==> src/rtl/pipeline_ctrl_pkg.sv <==
// pipeline_ctrl_pkg: shared types for the hazard/forwarding controller.
package pipeline_ctrl_pkg;
  typedef enum logic [1:0] {FWD_RF = 2'd0, FWD_WB = 2'd1, FWD_MEM = 2'd2} fwd_sel_e;
  typedef enum logic [1:0] {RUN, MEM_WAIT, MC_WAIT} ctrl_state_e;
  localparam int REG_ZERO = 0;
endpackage

==> src/rtl/forward_sel.sv <==
// forward_sel: E-stage operand bypass select for one source register (M beats W).
module forward_sel
  import pipeline_ctrl_pkg::*;
#(
  parameter int REG_AW = 5
) (
  input  logic [REG_AW-1:0] rs,
  input  logic [REG_AW-1:0] rd_m,
  input  logic [REG_AW-1:0] rd_w,
  input  logic              reg_write_m,
  input  logic              reg_write_w,
  output fwd_sel_e          sel
);
  localparam logic [REG_AW-1:0] ZERO = REG_AW'(REG_ZERO);
  always_comb
    sel = (reg_write_m && rd_m != ZERO && rd_m == rs) ? FWD_MEM :
          (reg_write_w && rd_w != ZERO && rd_w == rs) ? FWD_WB : FWD_RF;
endmodule

==> src/rtl/hazard_ctrl.sv <==
// hazard_ctrl: 5-stage stall/flush/forwarding sequencer with multi-cycle unit start handshake.
// Define HAZARD_PERF_EN to add stall/flush performance counters.
module hazard_ctrl
  import pipeline_ctrl_pkg::*;
#(
  parameter int REG_AW = 5
`ifdef HAZARD_PERF_EN
  , parameter int PERF_W = 32
`endif
) (
  input  logic              clk,
  input  logic              rst,
  input  logic [REG_AW-1:0] rs1_d,
  input  logic [REG_AW-1:0] rs2_d,
  input  logic [REG_AW-1:0] rs1_e,
  input  logic [REG_AW-1:0] rs2_e,
  input  logic [REG_AW-1:0] rd_e,
  input  logic [REG_AW-1:0] rd_m,
  input  logic [REG_AW-1:0] rd_w,
  input  logic              load_e,
  input  logic              reg_write_m,
  input  logic              reg_write_w,
  input  logic              pc_src_e,
  input  logic              mc_valid_e,
  input  logic              mc_done,
  input  logic              dmem_req_m,
  input  logic              dmem_ready,
  output logic              mc_start,
  output logic              stall_f,
  output logic              stall_d,
  output logic              stall_e,
  output logic              stall_m,
  output logic              flush_d,
  output logic              flush_e,
  output logic              flush_m,
  output logic              flush_w,
  output logic [1:0]        fwd_a_e,
  output logic [1:0]        fwd_b_e
`ifdef HAZARD_PERF_EN
  , output logic [PERF_W-1:0] perf_stall_cnt
  , output logic [PERF_W-1:0] perf_flush_cnt
`endif
);
  localparam logic [REG_AW-1:0] ZERO = REG_AW'(REG_ZERO);
  ctrl_state_e state_q, state_d;
  logic mc_issued_q, mc_issued_d, mc_held_q, mc_held_d;
  logic mem_busy, mc_ready, mc_busy, load_use, redirect, lu_stall;
  fwd_sel_e sel_a, sel_b;

  forward_sel #(.REG_AW(REG_AW)) u_fwd_a (
    .rs(rs1_e), .rd_m(rd_m), .rd_w(rd_w),
    .reg_write_m(reg_write_m), .reg_write_w(reg_write_w), .sel(sel_a)
  );
  forward_sel #(.REG_AW(REG_AW)) u_fwd_b (
    .rs(rs2_e), .rd_m(rd_m), .rd_w(rd_w),
    .reg_write_m(reg_write_m), .reg_write_w(reg_write_w), .sel(sel_b)
  );

  always_ff @(posedge clk) begin
    if (rst) begin
      state_q     <= RUN;
      mc_issued_q <= 1'b0;
      mc_held_q   <= 1'b0;
    end else begin
      state_q     <= state_d;
      mc_issued_q <= mc_issued_d;
      mc_held_q   <= mc_held_d;
    end
  end

  always_comb begin
    state_d = state_q;
    case (state_q)
      RUN:      state_d = mem_busy ? MEM_WAIT : mc_busy ? MC_WAIT : RUN;
      MEM_WAIT: state_d = dmem_ready ? (mc_busy ? MC_WAIT : RUN) : MEM_WAIT;
      MC_WAIT:  state_d = mem_busy ? MEM_WAIT : mc_busy ? MC_WAIT : RUN;
      default:  state_d = RUN;
    endcase
  end

  // A result finished under a memory stall stays parked in the unit until E advances.
  always_comb begin
    mem_busy    = dmem_req_m & ~dmem_ready;
    mc_ready    = mc_done | mc_held_q;
    mc_busy     = mc_valid_e & ~mc_ready;
    load_use    = load_e & (rd_e != ZERO) & ((rd_e == rs1_d) | (rd_e == rs2_d));
    redirect    = ~rst & ~mem_busy & ~mc_busy & pc_src_e;
    lu_stall    = ~rst & ~mem_busy & ~mc_busy & ~pc_src_e & load_use;
    mc_start    = ~rst & mc_valid_e & ~mc_issued_q & ~mc_held_q & ~mem_busy;
    stall_m     = ~rst & mem_busy;
    flush_w     = ~rst & mem_busy;
    stall_e     = ~rst & (mem_busy | mc_busy);
    flush_m     = ~rst & ~mem_busy & mc_busy;
    stall_f     = stall_e | lu_stall;
    stall_d     = stall_e | lu_stall;
    flush_d     = redirect;
    flush_e     = redirect | lu_stall;
    fwd_a_e     = rst ? FWD_RF : sel_a;
    fwd_b_e     = rst ? FWD_RF : sel_b;
    mc_issued_d = mc_done ? 1'b0 : (mc_start | mc_issued_q);
    mc_held_d   = (mc_done & mem_busy) | (mc_held_q & stall_e);
  end

`ifdef HAZARD_PERF_EN
  logic [PERF_W-1:0] stall_cnt_q, stall_cnt_d, flush_cnt_q, flush_cnt_d;
  always_comb begin
    stall_cnt_d = stall_cnt_q + PERF_W'(stall_f);
    flush_cnt_d = flush_cnt_q + PERF_W'(flush_e);
  end
  always_ff @(posedge clk) begin
    stall_cnt_q <= rst ? '0 : stall_cnt_d;
    flush_cnt_q <= rst ? '0 : flush_cnt_d;
  end
  assign perf_stall_cnt = stall_cnt_q;
  assign perf_flush_cnt = flush_cnt_q;
`endif
endmodule

==> config.mk <==
export PLATFORM = sky130hd
export DESIGN_NAME = hazard_ctrl
export DESIGN_NICKNAME = d
export VERILOG_FILES = /design/src/rtl/pipeline_ctrl_pkg.sv /design/src/rtl/forward_sel.sv /design/src/rtl/hazard_ctrl.sv
export SDC_FILE = /design/constraint.sdc
export NUM_CORES = 1
export LEC_CHECK = 0
export CORE_ASPECT_RATIO = 0.6
export CORE_UTILIZATION = 26
export DETAILED_ROUTE_END_ITERATION = 16
export MAX_ROUTING_LAYER = met4
export PLACE_DENSITY = 0.74
export REMOVE_ABC_BUFFERS = 1
export SYNTH_ARGS = -nofsm -noshare
export SYNTH_HDL_FRONTEND = slang
export SYNTH_SLANG_ARGS = --single-unit
==> constraint.sdc <==
create_clock -name clk -period 1.7 [get_ports clk]
set_clock_uncertainty 0.05 [all_clocks]
set_input_delay 0.34 -clock clk [delete_from_list [all_inputs] [get_ports clk]]
set_output_delay 0.34 -clock clk [all_outputs]
set_load 0.05 [all_outputs]
# ---- Word level (Yosys, flattened, before mapping)
# Cells that the tools add are included.
dict set report totals {
  out_inout_bits 13
  ram_bits 0
  reg_bits 2
  romBits 0
  mem_count 0
  elab_cells 57
  in_bits 45
  latch_bits 0
}
dict set report classes {
  order_cmp 0
  addsub 0
  shifts 0
  bitwise 33
  n_reduce_logical 10
  mul 0
  muxes 6
  div 0
  eq_ne 6
}
# cell n
set op_table {}
lappend op_table {{$eq 5x5->1} 6}
lappend op_table {{$and 1x1->1} 18}
lappend op_table {{$reduce_bool 5->1} 3}
lappend op_table {{$mux 2} 4}
lappend op_table {{$not 1->1} 8}
lappend op_table {{$or 1x1->1} 7}
lappend op_table {{$logic_and 1x1->1} 6}
lappend op_table {{$mux 1} 2}
lappend op_table {{$reduce_or 2->1} 1}

# ---- Longest topological paths before layout
dict set report depth {
  depth_word 8
  mapped_depth 5
}

# ---- Hierarchy
# Synthesis repeated with hierarchy kept, for this count alone.
dict set report unflattened {
  hier_cells 83
  hier_area_um2 628.1
}
# module seq_area_each_um2 cells_per_inst area_each_um2 instances
set by_module_without_submodules {}
lappend by_module_without_submodules {hazard_ctrl 40.0 43 325.3 1}
lappend by_module_without_submodules {forward_sel 0.0 20 151.4 2}

# ---- Least setup slack after synthesis
# No wires, ideal clock.
dict set report synth_path {
  path_kind {in2out}
  startpoint {input port rst}
  endpoint {output port stall_f}
  path_slack_ps -1234
  arrival_time_ps 2544
  stages 5
  path_cell_list {clkbuf_1 a211oi_1 o211ai_1 o32ai_1 buf_4}
}
dict set report synth_between {
  elab_chain_cells 6
}
# item line_no
set synth_lines {}
lappend synth_lines {{from (decl)} hazard_ctrl.sv:12} ;# input logic rst,
lappend synth_lines {{$not 1->1 (*)} {hazard_ctrl.sv:88, hazard_ctrl.sv:92}}
lappend synth_lines {{$and 1x1->1 (4 in series)} hazard_ctrl.sv:88} ;# lu_stall = ~rst & ~mem_busy & ~mc_busy & ~pc_src_e & load_use;
lappend synth_lines {{$or 1x1->1 (*)} -}
lappend synth_lines {{to (decl)} hazard_ctrl.sv:29} ;# output logic stall_f,
# Every way passes the cells marked *; elsewhere a longest branch is shown, timed or not.

# ---- Worst setup path in the final report
dict set report layout_path {
  startpoint {input port rd_m[4]}
  endpoint {output port fwd_a_e[0]}
}
dict set report layout_between {
  elab_chain_cells 5
}
# item line_no
set layout_lines {}
lappend layout_lines {{from (decl)} hazard_ctrl.sv:18} ;# input logic [REG_AW-1:0] rd_m,
lappend layout_lines {{$reduce_bool 5->1} forward_sel.sv:16} ;# sel = (reg_write_m && rd_m != ZERO && rd_m == rs) ? FWD_MEM :
lappend layout_lines {{$logic_and 1x1->1} forward_sel.sv:16}
lappend layout_lines {{$logic_and 1x1->1 (*)} forward_sel.sv:16}
lappend layout_lines {{$mux 2 (*)} forward_sel.sv:16}
lappend layout_lines {{$mux 2 (*)} hazard_ctrl.sv:98} ;# fwd_a_e = rst ? FWD_RF : sel_a;
lappend layout_lines {{to (decl)} hazard_ctrl.sv:37} ;# output logic [1:0] fwd_a_e,
# Marked as above.

==> metrics.yaml <==
die:
  ios: 58
  core-area_mm2: 0.00195
  die_x_um: 62.5
  die_area_mm2: 0.00239
  rows: 12
  start_util_pct: 29.2
  fp.dieH_um: 38.3
power:
  clock_power_share_pct: 16.7
  ir_drop_v: 0.000180
  power.switching_mw: 0.283
  pwr_density_cell_mw_per_mm2: 371
  intPower_mw: 0.369
  p_sw_share_pct: 43.4
  power_frac_comb_pct: 75.6
  pwr-share-seq_pct: 7.7
  cellLeakagePower_nw: 0.749
worst_setup_path:
  path_max_fanout: 3
  startpoint_type: "input port"
  critical_path_class: "input port to output pin"
  cp_data_required_time_ns: 1.31
  rrSetupSlack_ns: 0.62
  worst_ep_arrival_time_ns: 1.79
  end_kind: "output pin"
layout:
  drive_gt1_share_pct: 60.1
  fin_nets: 215
  area_delta_synth_final_pct: 208
  antennaDiodeCount: 0
  final_common_cell: "buf_4"
  utilization_pct: 90.1
  fill_cells: 76
  design_area_mm2: 0.00176
  mostFrequentLayoutCells: "buf_4 (26), xor2_1 (20), dlygate4sd2_1 (17), buf_6 (15), buf_12 (11)"
synth:
  synth.distinct_cells: 23
  synth.avg_cell_area_um2: 7.51
  ys_seq_elements: 2
  synth-adder-area-share_pct: 0
  synth-compound-area-share_pct: 10.1
  yosys.area_share.simple_pct: 33.6
  synth_seq_area_share_pct: 7.02
  syn_inst: 76
  synth_xor_area_share_pct: 46.1
  netlist_area_um2: 571
  muxShareOfSynthArea_pct: 0
  synth_top_family_by_area: "XOR/XNOR gates"
  ys_warn_count: 0
timing:
  max_freq_ghz: 0.458
  period_minus_slack_ns: 2.18
  slew_violations: 0
  setup_viol: 10
  finalWorstSetupSlack_ns: -0.483
  maxSlewHeadroom_pct: 71.1
  period_share_pct: 128
  worst_slew_pin_slew_ns: 0.432
  hold_viol: 0
  rsz0062_at_grt: "yes"
detailed_routing:
  ant_nets: 0
  routed_wl_um: 4490
  wl_per_cell_um: 22.9
  dr.pass1.iters: 4
  num_vias: 1092
  viasPerCell: 5.57
  post-route-drc-count: 0
  drtIter0Drc: 103
worst_hold_path:
  hold_class: "input port to flip-flop"
grt:
  grt.overflow.total: 0
  grt_use_total_pct: 35.0
  antenna_found_initial: 0
  grt_pass1_wl_um: 5800
  grt_max_degree: 6
  grt_pass1_vias: 1047
placement:
  gp_congestion: 0.852
  dp_hpwl_um: 2440
  placed_area_mm2: 0.00145
  io_buffers: 57
status:
  violations: "setup timing"
  status: "finished, violations left"
clock_network:
  clockBufferDepth: 2
  root_buffer: "clkbuf_4"
  cts.sinks: 2
  clock_latency_ns: 0.23
  numCtsBuffers: 3
  cts_tree: "yes"
  h-tree-depth: 1
  clk_pin_slew_worst_paths_ns: 0.03
job:
  maxCapViolations: 0
-- layer usage --
layer / wire length (um) / vias to the layer above / GRT usage, % / part of all wire [%]
met2: 2150 / 73 / 60.6 / 48
met3: 309 / 28 / 3.57 / 6.9
met5: 0 / - / - / 0
li1: - / 456 / - / -
met1: 1850 / 535 / 42.9 / 41
met4: 180 / 0 / 15.7 / 4.0
-- flip-flops by register name (all words and copies together) (netlist names) --
register and cells:
mc_issued_q 1, mc_held_q 1
-- per-stage QoR --
step	hold WS [ns]	instances	TNS [ns]	worst slack, ns	power [mW]
2_1_floorplan	0.367	73	-9.82	-1.86	0.180
3_3_place_gp	0.430	183	-6.08	-0.906	0.424
3_5_place_dp	0.447	183	-6.37	-0.935	0.432
4_1_cts	0.271	190	-2.35	-0.447	0.587
5_1_grt	0.293	196	-3.85	-0.530	0.678
6_report	0.299	196	-3.27	-0.483	0.652
-- final timing paths --
kind	from	endpoint	cells past startpoint
min reg2reg	mc_issued_q	mc_issued_q	2
min	mc_done	mc_issued_q	2
max	rd_m[4]	fwd_a_e[0]	6
max reg2reg	mc_held_q	mc_held_q	5
-- critical path, cell delays in order --
cell     delay, ns
buf_6         0.09
or4_4         0.55
o21ai_4       0.23
nor3_4        0.07
nor4_4        0.33
buf_12        0.18
-- kinds of logic (layout without fill, tap and decap cells) --
group,count (synthesis),in the layout
simple gates,33,33
xor+xnor,30,30
compound gates,8,8
buf+inv,3,95
flops,2,2
-- synth_stat cells --
| library cell | instances | share of area (%) |
|---|---|---|
| o21ai_2 | 1 | 1.5 |
| dfxtp_1 | 2 | 7.0 |
| a21oi_1 | 1 | 0.88 |
| a211oi_1 | 1 | 1.3 |
| nand3_1 | 2 | 1.8 |
| a22oi_1 | 1 | 1.3 |
| xor2_1 | 20 | 31 |
| o211ai_1 | 1 | 1.3 |
| o21ai_1 | 1 | 0.88 |
| and2_1 | 1 | 1.1 |
| o32ai_1 | 1 | 1.5 |
| buf_4 | 2 | 2.6 |
| nor2b_1 | 2 | 2.2 |
| or4_1 | 5 | 6.6 |
| o21bai_1 | 1 | 1.3 |
| nor4_2 | 2 | 4.4 |
| nor4_1 | 3 | 3.3 |
| nand2_1 | 3 | 2.0 |
| clkbuf_1 | 1 | 0.66 |
| nand2b_1 | 2 | 2.2 |
| nor2_1 | 6 | 3.9 |
| xnor2_1 | 10 | 15 |
| nor3_1 | 7 | 6.1 |
-- power groups by stage --
| stage | Sequential, mW | Combinational (mW) | Clock (mW) |
|---|---|---|---|
| 6_report | 0.0504 | 0.493 | 0.109 |
| 3_3_place_gp | 0.0499 | 0.374 | 0 |
| 4_1_cts | 0.0501 | 0.422 | 0.115 |
| 3_5_place_dp | 0.0501 | 0.382 | 0 |
| 5_1_grt | 0.0505 | 0.509 | 0.119 |
| 2_1_floorplan | 0.0498 | 0.130 | 0 |
-- cell type report --
class | count | area, um^2 | area share (%)
multi-input cells | 71 | 741 | 42.1
flip-flops and latches | 2 | 41.3 | 2.35
well taps | 28 | 35.0 | 1.99
repair buffers | 92 | 918 | 52.2
clock buffers | 3 | 22.5 | 1.28
-- what timing repair did --
action / CTS / global route
resized for setup: 136 / 23
setup endpoints to repair: 13 / 11
pin swaps: 28 / 11
buffers inserted: 4 / 9
gates cloned: 0 / 0
hold buffers: 0 / 0
(Power assumes the default switching activity.)
==> variant (config.mk and constraints unchanged) <==
Change the package constant `REG_ZERO` from 0 to 1.
--- a/src/rtl/pipeline_ctrl_pkg.sv
+++ b/src/rtl/pipeline_ctrl_pkg.sv
@@ -2,6 +2,6 @@
 package pipeline_ctrl_pkg;
   typedef enum logic [1:0] {FWD_RF = 2'd0, FWD_WB = 2'd1, FWD_MEM = 2'd2} fwd_sel_e;
   typedef enum logic [1:0] {RUN, MEM_WAIT, MC_WAIT} ctrl_state_e;
-  localparam int REG_ZERO = 0;
+  localparam int REG_ZERO = 1;
 endpackage
 
Formal check against the unedited RTL: not equivalent (Yosys sat finds a counterexample within 4 cycles, from zero or initial values and one cycle with rst high).
==> variant against the original RTL <==
The run still ends with setup timing left. Final area increased by 5.3%. Power increased by 14%. Utilization increased by 4.0 points. Combinational power increased by 2%. Die area increased by 1.3%. Synthesized cell count unchanged. Area after synthesis increased by 1.3%. Maximum frequency decreased by 3.1%. Global-route usage increased by 0.99 points. Wire length increased by 7.0%. Sequential cell count unchanged. Worst setup slack got worse by 0.069 ns. Largest power group unchanged.
==> variant: results <==
{
  "holdWs_ns": 0.3416,
  "setup_slack_ns": -0.5519,
  "synth-compound-area-share_pct": 9.957,
  "vias": 1115,
  "crit_start": "rd_m[2]",
  "buf_share_pct": 51.72,
  "relSlewSlack_pct": 72.87,
  "fin_nets": 221,
  "r2r_setup_slack_ns": 0.41,
  "multi_input_area_sq_um": 775.7,
  "post_cts_buffers": 6,
  "synth_cell_types": 25,
  "status": "finished with violations",
  "wl_met3_microns": 439,
  "drt_iter0_markers": 54,
  "dp.cells": 189,
  "grt_max_degree": 10,
  "cts-resized-gates": 141,
  "first_pass_iters": 5,
  "yosys-top-cells-count": "xor2_1, xnor2_1, nor3_1",
  "ctsRootBufferMaster": "clkbuf_8",
  "clk_share_pct": 2.231,
  "ir_worst_vdd_uv": 645.5,
  "postPlaceCellArea_sq_um": 1490,
  "grt_pass1_wl_mm": 5.968,
  "violations": "setup timing",
  "grtUsageMet3_pct": 8.929,
  "wl_per_cell_microns": 23.76,
  "setup-violations-final": 9,
  "setup_tns_ns": -2.822,
  "insertion_delay_ns": 0.21,
  "arrival_ns": 1.86,
  "fill_cells": 63
}
[variant: power groups by stage]
stage	combinational (mW)	sequential, mW	clock [mW]
finish	0.502	0.0506	0.191
global route	0.520	0.0506	0.194
CTS	0.418	0.0503	0.187
detailed placement	0.388	0.0500	0
global placement	0.381	0.0499	0
floorplan	0.131	0.0498	0
[variant: stage by stage]
stage / total power [mW] / util [%] / setup WS [ns]
finish: 0.7436 / 94.08 / -0.5519
global route: 0.7647 / 94.08 / -0.6012
CTS: 0.6558 / 85.37 / -0.5277
detailed placement: 0.4383 / 75.76 / -0.8767
global placement: 0.4311 / 75.76 / -0.8201
floorplan: 0.1811 / - / -1.855
[variant: logic make-up (layout without fill, tap and decap cells)]
| family | after synthesis | in the layout |
|---|---|---|
| AO/OA/AOI/OAI | 8 | 8 |
| XOR/XNOR | 30 | 30 |
| buffers and inverters | 3 | 101 |
| flip-flops | 2 | 2 |
| AND/OR/NAND/NOR | 33 | 33 |
